**config.mk**
```make
export PLATFORM = sky130hd
export DESIGN_NAME = cnn_layer_sched
export DESIGN_NICKNAME = d
export VERILOG_FILES = /design/src/rtl/cnn_layer_sched.sv
export SDC_FILE = /design/constraint.sdc
export NUM_CORES = 1
export LEC_CHECK = 0
export ABC_AREA = 1
export CORE_ASPECT_RATIO = 0.9
export CORE_UTILIZATION = 40
export DETAILED_ROUTE_END_ITERATION = 7
export PLACE_DENSITY = 0.7
export SLEW_MARGIN = 20
export SYNTH_ARGS = -nofsm -noshare
export SYNTH_HDL_FRONTEND = slang
export SYNTH_SLANG_ARGS = --single-unit
```
**constraint.sdc**
```tcl
create_clock -name clk -period 1.39 [get_ports clk]
set_input_delay 0.417 -clock clk [delete_from_list [all_inputs] [get_ports clk]]
set_output_delay 0.417 -clock clk [all_outputs]
set_load 0.1 [all_outputs]
```
**src/rtl/cnn_layer_sched.sv**
```systemverilog
// cnn_layer_sched: top-level sequencer for the CNN inference pipeline.
// Starts each layer in order once a frame is buffered, waits for each done
// pulse, then hands the predicted digit to the UART transmitter.
// Optional feature macro: CNN_SCHED_TIMEOUT_EN (per-layer watchdog + ERR state).
module cnn_layer_sched #(
    parameter int NUM_LAYERS  = 5,
    parameter int TIMEOUT_CYC = 2000000,
    parameter int CNT_W       = 21
) (
    input  logic                  clk,
    input  logic                  rst_n,
    input  logic                  frame_rdy,
    input  logic                  abort,
    input  logic [NUM_LAYERS-1:0] layer_done,
    input  logic [3:0]            result,
    input  logic                  tx_done,
    output logic [NUM_LAYERS-1:0] layer_strt,
    output logic                  trmt,
    output logic [7:0]            tx_data,
    output logic                  busy,
    output logic                  err,
    output logic                  overrun,
    output logic [15:0]           frame_cnt
);

    localparam int IDX_W = (NUM_LAYERS > 1) ? $clog2(NUM_LAYERS) : 1;
    localparam logic [IDX_W-1:0] LAST_IDX = IDX_W'(NUM_LAYERS - 1);

    // The watchdog counter must be able to hold TIMEOUT_CYC.
    generate
        if (CNT_W < 1 || (64'd1 << CNT_W) <= 64'(TIMEOUT_CYC)) begin : g_bad_cnt_w
            $error("cnn_layer_sched: CNT_W too narrow for TIMEOUT_CYC");
        end
    endgenerate

    typedef enum logic [2:0] {
        S_IDLE, S_START, S_WAIT, S_TX, S_TXWAIT, S_ERR
    } state_t;

    state_t                state_q, state_d;
    logic [IDX_W-1:0]      idx_q, idx_d;
    logic                  pend_q, pend_d;
    logic [NUM_LAYERS-1:0] layer_strt_q, layer_strt_d;
    logic                  trmt_q, trmt_d;
    logic [7:0]            tx_data_q, tx_data_d;
    logic                  overrun_q, overrun_d;
    logic [15:0]           frame_cnt_q, frame_cnt_d;
`ifdef CNN_SCHED_TIMEOUT_EN
    localparam logic [CNT_W-1:0] TO_LAST = CNT_W'(TIMEOUT_CYC - 1);
    logic [CNT_W-1:0]      cnt_q, cnt_d;
    logic                  err_q, err_d;
`endif

    // Next-state, strobe and bookkeeping logic; abort overrides everything.
    always_comb begin
        state_d      = state_q;
        idx_d        = idx_q;
        pend_d       = pend_q;
        layer_strt_d = '0;
        trmt_d       = 1'b0;
        tx_data_d    = tx_data_q;
        overrun_d    = overrun_q;
        frame_cnt_d  = frame_cnt_q;
`ifdef CNN_SCHED_TIMEOUT_EN
        cnt_d        = cnt_q;
        err_d        = err_q;
`endif
        if (abort) begin
            // A frame_rdy in the same cycle is dropped along with everything else.
            state_d = S_IDLE;
            idx_d   = '0;
            pend_d  = 1'b0;
        end else begin
            // One frame may queue behind the running one; a second is lost.
            if (frame_rdy && state_q != S_IDLE) begin
                if (pend_q) overrun_d = 1'b1;
                else        pend_d    = 1'b1;
            end
            case (state_q)
                S_IDLE: begin
                    if (frame_rdy || pend_q) begin
                        idx_d   = '0;
                        pend_d  = 1'b0;
                        state_d = S_START;
                    end
                end
                S_START: begin
                    layer_strt_d = NUM_LAYERS'(1) << idx_q;
`ifdef CNN_SCHED_TIMEOUT_EN
                    cnt_d        = '0;
`endif
                    state_d      = S_WAIT;
                end
                S_WAIT: begin
                    // Only the active layer's done bit matters.
                    if (layer_done[idx_q]) begin
                        if (idx_q == LAST_IDX) begin
                            tx_data_d = {4'h0, result};
                            state_d   = S_TX;
                        end else begin
                            idx_d   = idx_q + IDX_W'(1);
                            state_d = S_START;
                        end
                    end
`ifdef CNN_SCHED_TIMEOUT_EN
                    else if (cnt_q == TO_LAST) begin
                        err_d   = 1'b1;
                        state_d = S_ERR;
                    end else begin
                        cnt_d = cnt_q + CNT_W'(1);
                    end
`endif
                end
                S_TX: begin
                    trmt_d  = 1'b1;
                    state_d = S_TXWAIT;
                end
                S_TXWAIT: begin
                    if (tx_done) begin
                        frame_cnt_d = frame_cnt_q + 16'd1;
                        state_d     = S_IDLE;
                    end
                end
                S_ERR:   state_d = S_ERR;
                default: state_d = S_IDLE;
            endcase
        end
    end

    // State and output registers.
    always_ff @(posedge clk or negedge rst_n) begin
        if (!rst_n) begin
            state_q      <= S_IDLE;
            idx_q        <= '0;
            pend_q       <= 1'b0;
            layer_strt_q <= '0;
            trmt_q       <= 1'b0;
            tx_data_q    <= 8'h00;
            overrun_q    <= 1'b0;
            frame_cnt_q  <= 16'd0;
`ifdef CNN_SCHED_TIMEOUT_EN
            cnt_q        <= '0;
            err_q        <= 1'b0;
`endif
        end else begin
            state_q      <= state_d;
            idx_q        <= idx_d;
            pend_q       <= pend_d;
            layer_strt_q <= layer_strt_d;
            trmt_q       <= trmt_d;
            tx_data_q    <= tx_data_d;
            overrun_q    <= overrun_d;
            frame_cnt_q  <= frame_cnt_d;
`ifdef CNN_SCHED_TIMEOUT_EN
            cnt_q        <= cnt_d;
            err_q        <= err_d;
`endif
        end
    end

    assign layer_strt = layer_strt_q;
    assign trmt       = trmt_q;
    assign tx_data    = tx_data_q;
    assign busy       = (state_q != S_IDLE) && (state_q != S_ERR);
    assign overrun    = overrun_q;
    assign frame_cnt  = frame_cnt_q;
`ifdef CNN_SCHED_TIMEOUT_EN
    assign err        = err_q;
`else
    assign err        = 1'b0;
`endif

endmodule

```
## After elaboration in Yosys (flattened, before gate mapping)

Index checks and enable logic that the tools add are counted.

| storage, ports and cells | value |
|---|---|
| word-level logic and storage cells | 56 |
| output and inout port bits | 33 |
| input port bits | 14 |
| register bits after elaboration | 34 |

| operators by class | value |
|---|---|
| $lt $le $gt $ge | 1 |
| equality and inequality tests | 11 |
| mux-type cells | 21 |
| reductions and logical operators | 11 |
| bitwise operators | 1 |
| add/sub/neg operators | 2 |
| shift-type cells | 1 |

Operators with widths:

| operator | number |
|---|---|
| 2-to-1 mux 3 bit | 8 |
| one-hot mux 3 bit (6 select lines) | 1 |
| adder 16 x 1 -> 16 bit (second input constant) | 1 |
| != test 3 bit (second input constant) | 5 |
| 2-to-1 mux 5 bit | 2 |
| equality test 3 bit (second input constant) | 3 |
| AND reduction 3 bit | 3 |
| AND reduction 4 bit | 2 |
| 2-to-1 mux 1 bit | 7 |
| equality test 3 x 2 -> 1 bit (second input constant) | 2 |
| one-hot mux 3 bit (2 select lines) | 1 |
| nonzero test 3 bit | 2 |
| << shifter 1 x 3 -> 5 bit (first input constant) | 1 |
| less-than comparator 3 x 4 -> 1 bit (second input constant) | 1 |
| adder 3 x 1 -> 3 bit (second input constant) | 1 |
| binary-select mux 1 bit (select 3 bit) | 1 |
| equality test 3 x 1 -> 1 bit (second input constant) | 1 |
| logical NOT 3 bit | 1 |
| logical AND 1 bit | 2 |
| 2-to-1 mux 2 bit | 1 |
| logical OR 1 bit | 1 |
| NOT 1 bit | 1 |

## Depth between registers and ports, before layout

| logic depth | value |
|---|---|
| depth in word-level cells | 6 |
| gate-level depth with buffers | 9 |

## Least setup slack after synthesis

Ideal clock, no wire load.

| timing path | value |
|---|---|
| path kind | reg2out |
| start point | register state_q[2] |
| end point | output port busy |
| required time | 0.973 ns |
| setup slack | -1.606 ns |
| data arrival time | 2.579 ns |
| stages on the path, launching flop included | 2 |
| path through | dfrtp_1 -> o21ai_0 |

| between the ends | value |
|---|---|
| longest elaborated chain between the ends | 2 |

RTL lines:

| element | line | text |
|---|---|---|
| from (decl) | 40 | `state_t state_q, state_d;` |
| from (signal assigned) | 146 | `state_q <= state_d;` |
| != test 3 bit / nonzero test 3 bit (equally long branches) | 164 | `assign busy = (state_q != S_IDLE) && (state_q != S_ERR);` |
| logical AND 1 bit * | 164 |  |
| to (decl) | 20 | `output logic busy,` |

Mark *: on every way between the ends. The rest lies on a longest branch, timed or not.

## Worst setup path in the final report

| timing path | value |
|---|---|
| start point | register state_q[1] |
| end point | output port busy |

The elaborated chain is that of the path after synthesis.

==> flow_metrics.tcl <==
set metrics [dict create \
    r2r_end "frame_cnt[5]$_DFFE_PN0P_" \
    drt_wl_total_um 4960 \
    gr-total-overflow 0 \
    yosysTopAreaCellShare_pct 45.0 \
    nNetsFinal 331 \
    h-tree-depth 2 \
    drc 0 \
    core_um2 4490 \
    postCtsHoldBufs 0 \
    avgRoutedWirePerCell_um 13.2 \
    cp_max_fo 4 \
    synthArstFlopShare_pct 100 \
    grt_pass1_wl_um 7220 \
    cts_tree "built" \
    ys_types 31 \
    fillers 333 \
    clkTransAtPathRegs_ns 0.07 \
    drt_iter0_drc 56 \
    cts-root-buf "clkbuf_8" \
    start_kind "flip-flop" \
    dr.pass1.iters 4 \
    reg2reg_depth 9 \
    cts_max_path_buffers 2 \
    r2r_setup_slack_ns -0.15 \
    drive_gt1_share_pct 48.7 \
    irDropWorstVdd_mv 1.25 \
    rr_startpoint "state_q[0]$_DFFE_PN0P_" \
    worst-setup-path-type "flip-flop to output pin" \
    die_x_um 74.5 \
    synth_edf_count 0 \
    io_buffers 41 \
    worstPathRequired_ns 0.97 \
    netlist_area_um2 1890 \
    ios 47 \
    synth.area.top_cells "dfrtp_1, nand2_1, xor2_1, inv_1, nor2_1" \
    final_hold_viol_count 0 \
    met3_usage_pct 3.88 \
    vias 1758 \
    yosysWarnings 0 \
    p_leak_uw 0.00163 \
    met2_usage_pct 35.0 \
    grtUsageMet1_pct 21.6 \
    die-area_um2 5010 \
    busiest_layer "met2" \
    place.gp.congestion 0.794 \
    fin_skew_ns 0.00902 \
    netlist.top_cell.by_area "dfrtp_1" \
    min_period_over_period_pct 113 \
    ys_ff_latch 34 \
    grt_pass1_vias 1714 \
    drv_slew 0 \
    start_util_pct 42.1 \
    violations "negative setup slack" \
    arrival_ns 1.15 \
    synth.avg_cell_area_um2 8.55 \
    setup_violations 20 \
    setup_slack_ns -0.181 \
    maxCapViolations 0 \
    hold_class "primary input to asynchronous set/reset pin" \
    synth_flop_cell "dfrtp_1" \
    post-route-min-period_ns 1.57 \
    max_freq_mhz 637 \
    rows 23 \
    status "finished with violations" \
    clock_sinks 34 \
    yosysSeqAreaShare_pct 45.0 \
    die_h_um 67.2 \
    route.antenna.remaining_nets 0 \
    pre_cts_ws_ns -0.382 \
    n_antenna_cell 0 \
    syn_inst 221 \
    endpoint_kind "output pin" \
    cts_made_buffers 5 \
    synth.most_common_cell "nand2_1" \
    rsz0062_at_grt "yes" \
    area_delta_synth_final_pct 79.3 \
    antenna_found_initial 0 \
    power_density_nw_per_um2 1260 \
    dp_hpwl_um 3310 \
    synth_common_cells "nand2_1, dfrtp_1, inv_1" \
    grt.total_usage_pct 19.0 \
    final_util_pct 75.5 \
    clk_latency_ns 0.28 \
    grt_max_degree 35 \
    vias_per_cell 4.70 \
]
-- sequential cells by signal, indices dropped and copies added, names as in the netlist --
register    count
frame_cnt      16
layer_strt      5
overrun         1
idx_q           3
trmt            1
state_q         3
tx_data         4
pend_q          1
-- layout make-up --
| class | instances | area (um2) | area share [%] |
|---|---|---|---|
| timing repair buffer | 85 | 1100 | 32.6 |
| inverter | 27 | 109 | 3.21 |
| tap | 62 | 77.6 | 2.29 |
| clock buffer | 7 | 86.3 | 2.55 |
| clock inverter | 1 | 5.00 | 0.148 |
| sequential | 34 | 902 | 26.6 |
| multi-input combinational | 158 | 1100 | 32.6 |
-- placed cells by master, fill, tap and decap left out, types with 3 or more instances in the layout --
cell             count
buf_12              30
buf_4               31
buf_6                9
clkbuf_8             6
clkdlybuf4s50_1     10
conb_1               5
dfrtp_1             17
dfrtp_2              5
dfrtp_4             12
ha_1                 4
inv_1               17
inv_2                7
inv_4                3
nand2_1             39
nand2_2             10
nand2_4              7
nand3_1             13
nand4_1              6
nand4_4              3
nor2_1              15
nor2_2               7
nor2_4               5
nor3_1               3
nor3b_1              3
o21ai_1              4
xor2_1              11
-- critical path: stages (launching register included) --
cell	delay (ns)
dfrtp_2	0.46
o21ai_4	0.17
o21ai_4	0.08
buf_12	0.17
-- power by group --
| part | leakage, uW | total [uW] | switching (uW) | internal, uW |
|---|---|---|---|---|
| Sequential | 0.000422 | 1340 | 185 | 1160 |
| Clock | 0.0000482 | 755 | 355 | 400 |
| Combinational | 0.00116 | 2180 | 1380 | 795 |
-- timing repair --
action	4_1_cts	5_1_grt
setup buffers	16	6
gates cloned	0	1
resized for setup	15	48
endpoints found under the hold margin	0	0
pin swaps	13	15
endpoints found under the setup margin	27	35
-- worst max path at each step --
stage	start	endpoint	slack (ns)	cells after the start
3_5_place_dp	abort	frame_cnt[9]$_DFFE_PN0P_	-0.38	7
2_1_floorplan	state_q[1]$_DFFE_PN0P_	busy	-0.05	2
6_report	state_q[1]$_DFFE_PN0P_	busy	-0.18	3
3_3_place_gp	abort	frame_cnt[9]$_DFFE_PN0P_	-0.32	7
4_1_cts	state_q[0]$_DFFE_PN0P_	busy	-0.20	4
5_1_grt	state_q[0]$_DFFE_PN0P_	frame_cnt[9]$_DFFE_PN0P_	-0.23	8
-- through the flow --
stage / std cells / hold slack (ns) / total power, uW / setup TNS, ns / cell area, um2
finish: 374 / 0.504 / 4270 / -1.28 / 3390
CTS: 369 / 0.519 / 4190 / -1.04 / 3160
global placement: 346 / 0.520 / 3330 / -6.58 / 2920
floorplan: 225 / 0.121 / 2600 / -0.173 / 2000
global route: 374 / 0.515 / 4450 / -2.87 / 3390
detailed placement: 346 / 0.530 / 3360 / -7.57 / 2920
-- cells by family after synthesis --
family	count (synthesis)	share of synthesized area, %
xor gates and xnor gates	14	6.49
DFF	34	45.0
adders and majority gates	6	3.97
other	1	0.198
and+or+nand+nor	119	31.8
AOI/OAI and AO/OA	14	4.77
buffers and inverters	33	7.74
-- routing by layer --
metal	wire length (um)	up-vias
li1	-	878
met3	142	6
met1	2020	840
met5	0	-
met2	2730	34
met4	61	0
Note: power is estimated with default switching activity, not from simulation.
